<file path="config.mk">
export PLATFORM = sky130hd
export DESIGN_NAME = fft_strm_frame_sequencer
export DESIGN_NICKNAME = d
export VERILOG_FILES = /design/src/rtl/fft_seq_pkg.sv /design/src/rtl/fft_seq_ovf_log.sv /design/src/rtl/fft_strm_frame_sequencer.sv
export SDC_FILE = /design/constraint.sdc
export NUM_CORES = 1
export LEC_CHECK = 0
export BUFFER_PORTS_ARGS = -buffer_cell sky130_fd_sc_hd__buf_2
export CAP_MARGIN = 20
export CORE_ASPECT_RATIO = 2
export CORE_UTILIZATION = 45
export CTS_BUF_LIST = sky130_fd_sc_hd__clkbuf_16
export DETAILED_ROUTE_END_ITERATION = 10
export PLACE_DENSITY = 0.72
export SLEW_MARGIN = 20
export SYNTH_ARGS = -nofsm -noshare
export SYNTH_HDL_FRONTEND = slang
export SYNTH_SLANG_ARGS = --single-unit
</file>
<file path="constraint.sdc">
create_clock -name clk -period 4 [get_ports clk]
set_input_delay 0.6 -clock clk [delete_from_list [all_inputs] [get_ports clk]]
set_output_delay 0.6 -clock clk [all_outputs]
set_load 0.01 [all_outputs]
</file>
<file path="src/rtl/fft_seq_pkg.sv">
`default_nettype none
// ============================================================================
// Module   : fft_seq_pkg
// Purpose  : Shared types and constants for the streaming FFT frame sequencer:
//            FSM state encoding, INVERSE policy codes, FRAME_CNT width and a
//            constant ceil_log2 helper used to size the sample index.
// Revision : 1.0 - initial release
// ============================================================================
package fft_seq_pkg;

  localparam int FRAME_CNT_W = 16;

  // INVERSE policy codes
  localparam int INV_MODE_HOLD   = 0;
  localparam int INV_MODE_TOGGLE = 1;
  localparam int INV_MODE_REQ    = 2;

  typedef enum logic [2:0] {
    ST_IDLE      = 3'd0,
    ST_WAIT_INIT = 3'd1,
    ST_WAIT_RFS  = 3'd2,
    ST_LOAD      = 3'd3,
    ST_GAP       = 3'd4,
    ST_DONE      = 3'd5
  } seq_state_t;

  // Smallest r with 2**r >= value; intended for elaboration-time sizing only.
  function automatic int ceil_log2(input int value);
    int r;
    r = 0;
    for (int i = 0; i < 31; i++) begin
      if ((1 << i) < value) r = i + 1;
    end
    return r;
  endfunction

endpackage
`default_nettype wire

</file>
<file path="src/rtl/fft_seq_ovf_log.sv">
`default_nettype none
// ============================================================================
// Module   : fft_seq_ovf_log
// Purpose  : Per-frame FFT overflow logger. On every overflow strobe the
//            history shifts left with the current flag entering bit 0, and a
//            sticky flag accumulates any logged overflow. Cleared on run start.
// Revision : 1.0 - initial release
// ============================================================================
module fft_seq_ovf_log #(
  parameter int DEPTH = 8
) (
  input  logic             clk,
  input  logic             nGrst,
  input  logic             clken,
  input  logic             clr,
  input  logic             ovf_strobe,
  input  logic             ovflow_flag,
  output logic [DEPTH-1:0] ovf_hist,
  output logic             ovf_any
);

  logic [DEPTH-1:0] r_hist;
  logic             r_any;

  // History shift register and sticky overflow flag
  always_ff @(posedge clk or negedge nGrst) begin
    if (!nGrst) begin
      r_hist <= '0;
      r_any  <= 1'b0;
    end else if (clken) begin
      if (clr) begin
        r_hist <= '0;
        r_any  <= 1'b0;
      end else if (ovf_strobe) begin
        r_hist <= DEPTH'({r_hist, ovflow_flag});
        r_any  <= r_any | ovflow_flag;
      end
    end
  end

  assign ovf_hist = r_hist;
  assign ovf_any  = r_any;

endmodule
`default_nettype wire

</file>
<file path="src/rtl/fft_strm_frame_sequencer.sv">
`default_nettype none
// ============================================================================
// Module   : fft_strm_frame_sequencer
// Purpose  : Frame sequencer for a streaming CoreFFT. Waits for twiddle init,
//            issues START gated by RFS, walks the input sample index across
//            each FFT_SIZE-sample frame, supports gapped or back-to-back
//            framing, a frame limit and a per-frame INVERSE policy.
//            Optional overflow logger enabled by macro FFT_SEQ_OVF_LOG_EN.
// Revision : 1.0 - initial release
// ============================================================================
module fft_strm_frame_sequencer
  import fft_seq_pkg::*;
#(
  parameter int FFT_SIZE   = 256,
  parameter int GAP_CLKS   = 0,
  parameter int NUM_FRAMES = 0,
  parameter int INV_MODE   = 0,
  parameter int OVF_DEPTH  = 8
) (
  input  logic                           clk,
  input  logic                           nGrst,
  input  logic                           clken,
  input  logic                           run,
  input  logic                           init_done,
  input  logic                           rfs,
  input  logic                           inv_req,
  input  logic                           ovflow_flag,
  input  logic                           ovf_strobe,
  output logic                           start,
  output logic                           inverse,
  output logic                           sample_valid,
  output logic [ceil_log2(FFT_SIZE)-1:0] sample_idx,
  output logic                           pattern_sel,
  output logic [FRAME_CNT_W-1:0]         frame_cnt,
  output logic                           busy,
  output logic                           done,
  output logic [OVF_DEPTH-1:0]           ovf_hist,
  output logic                           ovf_any
);

  localparam int IW = ceil_log2(FFT_SIZE);
  localparam int GW = (GAP_CLKS > 1) ? ceil_log2(GAP_CLKS) : 1;
  localparam logic [IW-1:0]          IDX_LAST    = IW'(FFT_SIZE - 1);
  localparam logic [GW-1:0]          GAP_LOAD    = GW'((GAP_CLKS > 0) ? GAP_CLKS - 1 : 0);
  localparam logic [FRAME_CNT_W-1:0] FRAME_LIMIT = FRAME_CNT_W'(NUM_FRAMES);

  seq_state_t             r_state, w_state_nx;
  logic                   r_rfs_seen, w_rfs_seen_nx;
  logic [IW-1:0]          r_idx, w_idx_nx;
  logic [GW-1:0]          r_gap_cnt, w_gap_cnt_nx;
  logic [FRAME_CNT_W-1:0] r_frame_cnt, w_frame_cnt_nx;
  logic                   r_start, w_start_nx;
  logic                   r_valid, w_valid_nx;
  logic                   r_inverse, w_inverse_nx;
  logic                   r_pattern_sel, w_pattern_sel_nx;
  logic                   r_busy, w_busy_nx;
  logic                   r_done, w_done_nx;
  logic                   w_issue;
  logic                   w_run_start;

  // Next-state, counter and output decode; frame issue is shared by
  // WAIT_RFS and the back-to-back path at the end of LOAD.
  always_comb begin
    w_state_nx       = r_state;
    w_rfs_seen_nx    = r_rfs_seen | rfs;
    w_idx_nx         = r_idx;
    w_gap_cnt_nx     = r_gap_cnt;
    w_frame_cnt_nx   = r_frame_cnt;
    w_start_nx       = 1'b0;
    w_valid_nx       = 1'b0;
    w_inverse_nx     = r_inverse;
    w_pattern_sel_nx = r_pattern_sel;
    w_issue          = 1'b0;
    w_run_start      = 1'b0;

    case (r_state)
      ST_IDLE: begin
        if (run) begin
          w_state_nx       = ST_WAIT_INIT;
          w_frame_cnt_nx   = '0;
          w_pattern_sel_nx = 1'b1;
          w_run_start      = 1'b1;
        end
      end
      ST_WAIT_INIT: begin
        if (!run)           w_state_nx = ST_IDLE;
        else if (init_done) w_state_nx = ST_WAIT_RFS;
      end
      ST_WAIT_RFS: begin
        if (!run)                     w_state_nx = ST_IDLE;
        else if (r_rfs_seen || rfs)   w_issue    = 1'b1;
      end
      ST_LOAD: begin
        if (r_idx == IDX_LAST) begin
          w_idx_nx = '0;
          if ((NUM_FRAMES != 0) && (r_frame_cnt == FRAME_LIMIT)) begin
            w_state_nx = ST_DONE;
          end else if (!run) begin
            w_state_nx = ST_IDLE;
          end else if (GAP_CLKS > 0) begin
            w_state_nx   = ST_GAP;
            w_gap_cnt_nx = GAP_LOAD;
          end else if (r_rfs_seen || rfs) begin
            w_issue = 1'b1;
          end else begin
            w_state_nx = ST_WAIT_RFS;
          end
        end else begin
          w_valid_nx = 1'b1;
          w_idx_nx   = r_idx + IW'(1);
        end
      end
      ST_GAP: begin
        if (r_gap_cnt == '0) w_state_nx   = ST_WAIT_RFS;
        else                 w_gap_cnt_nx = r_gap_cnt - GW'(1);
      end
      ST_DONE: begin
        if (!run) w_state_nx = ST_IDLE;
      end
      default: w_state_nx = ST_IDLE;
    endcase

    // Frame issue: the RFS that triggers START (or arrives with it) is consumed
    if (w_issue) begin
      w_state_nx       = ST_LOAD;
      w_start_nx       = 1'b1;
      w_valid_nx       = 1'b1;
      w_idx_nx         = '0;
      w_rfs_seen_nx    = 1'b0;
      w_frame_cnt_nx   = r_frame_cnt + FRAME_CNT_W'(1);
      w_pattern_sel_nx = r_frame_cnt[0];
      if (INV_MODE == INV_MODE_TOGGLE)   w_inverse_nx = r_frame_cnt[0];
      else if (INV_MODE == INV_MODE_REQ) w_inverse_nx = inv_req;
      else                               w_inverse_nx = 1'b0;
    end

    w_busy_nx = (w_state_nx != ST_IDLE) && (w_state_nx != ST_DONE);
    w_done_nx = (w_state_nx == ST_DONE);
  end

  // State, counters and registered outputs; everything freezes with clken low
  always_ff @(posedge clk or negedge nGrst) begin
    if (!nGrst) begin
      r_state       <= ST_IDLE;
      r_rfs_seen    <= 1'b0;
      r_idx         <= '0;
      r_gap_cnt     <= '0;
      r_frame_cnt   <= '0;
      r_start       <= 1'b0;
      r_valid       <= 1'b0;
      r_inverse     <= 1'b0;
      r_pattern_sel <= 1'b1;
      r_busy        <= 1'b0;
      r_done        <= 1'b0;
    end else if (clken) begin
      r_state       <= w_state_nx;
      r_rfs_seen    <= w_rfs_seen_nx;
      r_idx         <= w_idx_nx;
      r_gap_cnt     <= w_gap_cnt_nx;
      r_frame_cnt   <= w_frame_cnt_nx;
      r_start       <= w_start_nx;
      r_valid       <= w_valid_nx;
      r_inverse     <= w_inverse_nx;
      r_pattern_sel <= w_pattern_sel_nx;
      r_busy        <= w_busy_nx;
      r_done        <= w_done_nx;
    end
  end

  assign start        = r_start;
  assign inverse      = r_inverse;
  assign sample_valid = r_valid;
  assign sample_idx   = r_idx;
  assign pattern_sel  = r_pattern_sel;
  assign frame_cnt    = r_frame_cnt;
  assign busy         = r_busy;
  assign done         = r_done;

`ifdef FFT_SEQ_OVF_LOG_EN
  fft_seq_ovf_log #(
    .DEPTH(OVF_DEPTH)
  ) u_ovf_log (
    .clk        (clk),
    .nGrst      (nGrst),
    .clken      (clken),
    .clr        (w_run_start),
    .ovf_strobe (ovf_strobe),
    .ovflow_flag(ovflow_flag),
    .ovf_hist   (ovf_hist),
    .ovf_any    (ovf_any)
  );
`else
  logic w_unused_ovf;
  assign w_unused_ovf = ovflow_flag | ovf_strobe | w_run_start;
  assign ovf_hist     = '0;
  assign ovf_any      = 1'b0;
`endif

endmodule
`default_nettype wire
</file>
==> impl_metrics.yaml, run 1 <==
cells_and_area:
  antenna_cells: 0
  layout_commonest_cell: "buf_2"
  drive_gt1_frac: 0.225
  nNetsFinal: 254
  final_cell_mix: "buf_2, dfrtp_1, nand2_1, a21oi_1"
  area_growth_pct: 13.3
synth:
  synth_simple_gate_area_frac: 0.249
  synth_mux_area_frac: 0.0299
  synth-main-ff-cell: "dfrtp_1"
  yosysUniqueCellTypes: 50
  seq_area_frac_synth: 0.412
  synth_top_family_by_area: "simple AND/OR/NAND/NOR gates"
  synth_compound_gate_area_share: 0.209
  ys_warn_count: 0
  synth_edf_count: 0
  synth-seq-cells: 33
  syn_inst: 212
  synth_adder_area_share: 0.0125
  syn_area_um2: 2010
  synth_xor_xnor_area_share: 0
  synthArstFlopShare: 1.00
  syn_area_per_cell_um2: 9.46
clocking:
  post_cts_buffers: 0
  clock_latency_ns: 0.27
  root_buffer: "clkbuf_16"
  cts_tree: "done"
  path_clk_slew_ns: 0.05
  clock_sinks: 33
  htree_num_levels: 2
  cts_buffer_depth: 2
  cts_buffers: 5
  cts_hold_buf: 0
  post_cts_resized: 0
setup_path:
  crit_fanout: 20
  max_stage_delay_ns: 0.78
  critPathSlowestCell: "a22oi_1"
  critPathArrivalTime_ns: 2.29
  crit_top_cell: "a22oi_1"
  startpoint_type: "input port"
  cp-end-kind: "flop"
  reg2reg_depth: 4
  rrSetupSlack_ns: 1.93
  path_cells: "buf_2 > and3b_2 > a22oi_1 > o21ai_0 > a22oi_1"
  required_ns: 4.19
  path_class: "in2reg"
floorplanning:
  core-area_um2: 4300
  die_height_um: 96.4
  initial_core_util: 0.467
  placementRows: 34
  dieArea_um2: 4740
  design.portCount: 48
  die_x_um: 49.2
global_route:
  globalRouteTotalUtil: 0.202
  grt_pass1_wl_um: 7320
  grt_pass1_vias: 1609
  grt-ovfl-total: 0
  antenna_found_initial: 0
  grt_max_degree: 34
detailed_routing:
  drc_errors: 0
  drt_pass1_iterations: 4
  drt_iter0_drc: 47
  postRouteAntennaNets: 0
  avgViaCountPerCell: 5.75
  wire_per_inst_um: 14.6
  drt-total-wl_um: 4340
  vias: 1713
timing:
  finClkSkew_ns: 0.00217
  hold_viol: 0
  rsz0062_at_grt: "false"
  timing.final.crit_period_ns: 2.10
  max_freq_ghz: 0.475
  min_period_over_period: 0.526
  setup_violations: 0
  max_slew_margin: 0.350
  maxSlewViolCount: 0
  tightest_slew_ns: 0.976
  fin_tns_setup_ns: 0
power_and_ir_drop:
  power.density_nw_per_um2: 544
  p_total_mw: 1.24
  vdd_ir_drop_max_mv: 0.327
  p_leak_nw: 1.04
placed_design:
  dp_hpwl_um: 3240
  io_buffer_count: 34
  gp_congestion: 0.867
run_status:
  status: "finished clean"
flow_run:
  maxCapViolCount: 0
min_path:
  hold_class: "in2async"
## kinds of logic (layout without fill, tap and decap cells)
| logic type | after synthesis | in the layout |
|---|---|---|
| multiplexers | 6 | 6 |
| other | 1 | 10 |
| adder cells (fa/ha/maj) | 2 | 2 |
| flip-flops | 33 | 33 |
| buffers and inverters | 27 | 50 |
| AO/OA/AOI/OAI | 60 | 60 |
| AND/OR/NAND/NOR | 83 | 83 |
## synthesized netlist by cell type, types with 4 or more instances
library cell,instances,area (µm²)
and4_1,4,35.0
nand3_1,11,55.1
or4_1,10,75.1
buf_6,4,45.0
a21oi_1,15,75.1
buf_4,10,75.1
nor2_1,8,30.0
inv_1,8,30.0
o31ai_1,12,90.1
a22oi_1,4,30.0
o21ai_0,12,60.1
mux2i_1,6,60.1
nand2_1,17,63.8
nand2b_1,7,43.8
dfrtp_1,32,801
## worst paths after layout
check,start,to
min reg2reg,sample_valid$_DFFE_PN0P_,sample_valid$_DFFE_PN0P_
max in group asynchronous,nGrst,busy$_DFFE_PN0P_
max,clken,sample_idx[3]$_DFFE_PN0P_
min,nGrst,frame_cnt[7]$_DFFE_PN0P_
max reg2reg,r_state[0]$_DFFE_PN0P_,sample_idx[3]$_DFFE_PN0P_
min in group clk,sample_valid$_DFFE_PN0P_,sample_valid$_DFFE_PN0P_
## cell type report
cell class,count,area (µm²)
repair buffers,34,170
clock buffers,5,125
multi-input cells,161,1040
clock inverters,3,12.5
well taps,54,67.6
inverters,8,30.0
flip-flops and latches,33,827
fillers,449,2020
## power breakdown
part	total, mW	switching, mW	leakage (nW)	internal (mW)
sequential	0.506	0.101	0.431	0.405
clock	0.357	0.132	0.0687	0.225
combinational	0.374	0.227	0.544	0.147
total	1.24	0.460	1.04	0.776
## stage by stage
stage / hold WS (ns) / worst slack [ns] / cells / util / cell area, µm²
after CTS: 0.425 / 1.87 / 298 / 0.529 / 2270
after global routing: 0.467 / 1.68 / 298 / 0.529 / 2270
final: 0.395 / 1.90 / 298 / 0.529 / 2270
after global placement: 0.510 / 1.66 / 290 / 0.497 / 2140
after detailed placement: 0.526 / 1.59 / 290 / 0.497 / 2140
after floorplan: 0.304 / 2.25 / 221 / - / 2040
## per-layer routing
layer  track usage  wire length, µm  vias to the layer above
met5             0                0                        -
met4        0.0833               78                        0
met3        0.0297              144                        7
met2         0.400             2430                       38
met1         0.206             1690                      829
li1              -                -                      839
## state kept, by name (all words and copies together) (netlist names)
signal / cells
sample_valid: 1
frame_cnt: 16
sample_idx: 8
r_rfs_seen: 1
r_state: 3
start: 1
done: 1
busy: 1
pattern_sel: 1
## worst max-delay path, delay by kind of cell
kind / cells / cell delay [ns]
simple gates: 1 / 0.28
buf+inv: 1 / 0.21
compound gates: 3 / 1.19
Note: power is estimated with default switching activity, not from simulation.
==> run 2, diff against run 1 <==
--- a/config.mk
+++ b/config.mk
@@ -11,7 +11,7 @@
 export CORE_UTILIZATION = 45
 export CTS_BUF_LIST = sky130_fd_sc_hd__clkbuf_16
 export DETAILED_ROUTE_END_ITERATION = 10
-export PLACE_DENSITY = 0.72
+export PLACE_DENSITY = 0.75
 export SLEW_MARGIN = 20
 export SYNTH_ARGS = -nofsm -noshare
 export SYNTH_HDL_FRONTEND = slang
==> constraint.sdc (replaced) <==
create_clock -name clk -period 1.8 [get_ports clk]
set_input_delay 0.27 -clock clk [delete_from_list [all_inputs] [get_ports clk]]
set_output_delay 0.27 -clock clk [all_outputs]
set_load 0.01 [all_outputs]
==> run 2 against run 1 <==
Critical endpoint is now frame_cnt[7]$_DFFE_PN0P_. Core utilization rose by 5.5 points. Count of clock-buffer cells in the layout did not move. Sequential power is 110% higher. Setup slack got worse by 1.8 ns. Total power grew to 2.6 times the previous value. Clock power rose to 2.7 times the previous value. Cell area is 10% higher.
==> impl_metrics.yaml, run 2 (synthesis results as in run 1) <==
run_status:
  status: "finished clean"
floorplanning:
  design.portCount: 48
  core-area_um2: 4300
  placementRows: 34
  die_x_um: 49.2
  dieArea_um2: 4740
  initial_core_util: 0.467
  die_height_um: 96.4
global_route:
  grt_pass1_wl_um: 7940
  grt_max_degree: 34
  antenna_found_initial: 0
  grt-ovfl-total: 0
  globalRouteTotalUtil: 0.225
  grt_pass1_vias: 1716
clocking:
  cts_buffers: 5
  cts_tree: "done"
  htree_num_levels: 2
  path_clk_slew_ns: 0.05
  root_buffer: "clkbuf_16"
  post_cts_buffers: 0
  cts_hold_buf: 0
  clock_latency_ns: 0.28
  clock_sinks: 33
  cts_buffer_depth: 2
setup_path:
  path_class: "reg2reg"
  cp-end-kind: "flop"
  required_ns: 2.00
  reg2reg_depth: 5
  crit_fanout: 8
  critPathArrivalTime_ns: 1.91
  startpoint_type: "flop"
detailed_routing:
  vias: 1834
  drc_errors: 0
  wire_per_inst_um: 15.0
  drt_pass1_iterations: 4
  drt-total-wl_um: 4860
  postRouteAntennaNets: 0
  avgViaCountPerCell: 5.68
  drt_iter0_drc: 40
placed_design:
  io_buffer_count: 34
  dp_hpwl_um: 3670
  gp_congestion: 0.874
timing:
  setup_violations: 0
  rsz0062_at_grt: "false"
  hold_viol: 0
  max_slew_margin: 0.497
  finClkSkew_ns: 0.00372
  min_period_over_period: 0.951
  maxSlewViolCount: 0
  max_freq_ghz: 0.584
  tightest_slew_ns: 0.755
  fin_tns_setup_ns: 0
  timing.final.crit_period_ns: 1.71
cells_and_area:
  area_growth_pct: 25.2
  nNetsFinal: 279
  drive_gt1_frac: 0.301
  fill_cells: 392
  largest_reg_flops: 16
  antenna_cells: 0
  layout_commonest_cell: "buf_2"
  final_cell_mix: "buf_2, dfrtp_1, buf_4, nand2_1, a21oi_1"
power_and_ir_drop:
  vdd_ir_drop_max_mv: 0.674
  power.density_nw_per_um2: 1280
  p_total_mw: 3.20
  p_leak_nw: 1.19
min_path:
  hold_class: "in2async"
flow_run:
  maxCapViolCount: 0
[run 2: cell types whose count changed in the layout (fill, tap and decap cells not counted), sizes merged]
cell    previous run  this run
buf               34        59
clkinv             3         1
inv                8         9
bufinv             0         1
[run 2: report_power, final]
part / total [mW] / internal [mW] / switching (mW)
Clock: 0.948 / 0.642 / 0.306
Combinational: 1.22 / 0.540 / 0.679
Sequential: 1.04 / 0.900 / 0.137
[run 2: cell type report]
class | count | area, µm² | area share
multi-input cells | 161 | 1070 | 0.425
flip-flops and latches | 33 | 827 | 0.329
repair buffers | 59 | 358 | 0.143
clock buffers | 5 | 125 | 0.0498
well taps | 54 | 67.6 | 0.0269
clock inverters | 3 | 37.5 | 0.0149
inverters | 8 | 30.0 | 0.0120
[run 2: path summary, 6_finish.rpt]
path | to | from | slack, ns
min in group clk | r_rfs_seen$_DFFE_PN0P_ | rfs | 0.30
worst min register to register | frame_cnt[15]$_DFFE_PN0P_ | frame_cnt[15]$_DFFE_PN0P_ | 0.53
worst min-delay path | frame_cnt[7]$_DFFE_PN0P_ | nGrst | 0.06
max in group asynchronous | busy$_DFFE_PN0P_ | nGrst | 1.26
worst max-delay path | frame_cnt[7]$_DFFE_PN0P_ | r_state[2]$_DFFE_PN0P_ | 0.09
worst max register to register | frame_cnt[7]$_DFFE_PN0P_ | r_state[2]$_DFFE_PN0P_ | 0.09
[run 2: timing repair]
action,CTS,global route
gates resized for setup,1,3
pin swaps,0,0
endpoints found under the setup margin,5,7
[run 2: per-layer routing]
| metal | wire [µm] | GRT usage |
|---|---|---|
| met1 | 1760 | 0.216 |
| met4 | 169 | 0.152 |
| met5 | 0 | 0 |
| met2 | 2770 | 0.430 |
| met3 | 161 | 0.0360 |
[run 2: worst max-delay path: stages (launching register included)]
cell and delay, ns:
dfrtp_1 0.39, buf_4 0.16, nand3b_1 0.19, a21o_1 0.26, or4_1 0.48, a21oi_1 0.16
[run 2: metrics by stage]
stage | hold slack [ns] | cells | instance area, µm² | setup WS, ns | util
floorplan | -0.0256 | 221 | 2040 | 0.0512 | -
global placement | 0.379 | 315 | 2320 | 0.0307 | 0.541
detailed placement | 0.383 | 315 | 2320 | -0.0328 | 0.541
CTS | 0.0877 | 323 | 2490 | 0.0631 | 0.580
global route | 0.131 | 323 | 2510 | 0.00754 | 0.584
finish | 0.0575 | 323 | 2510 | 0.0879 | 0.584
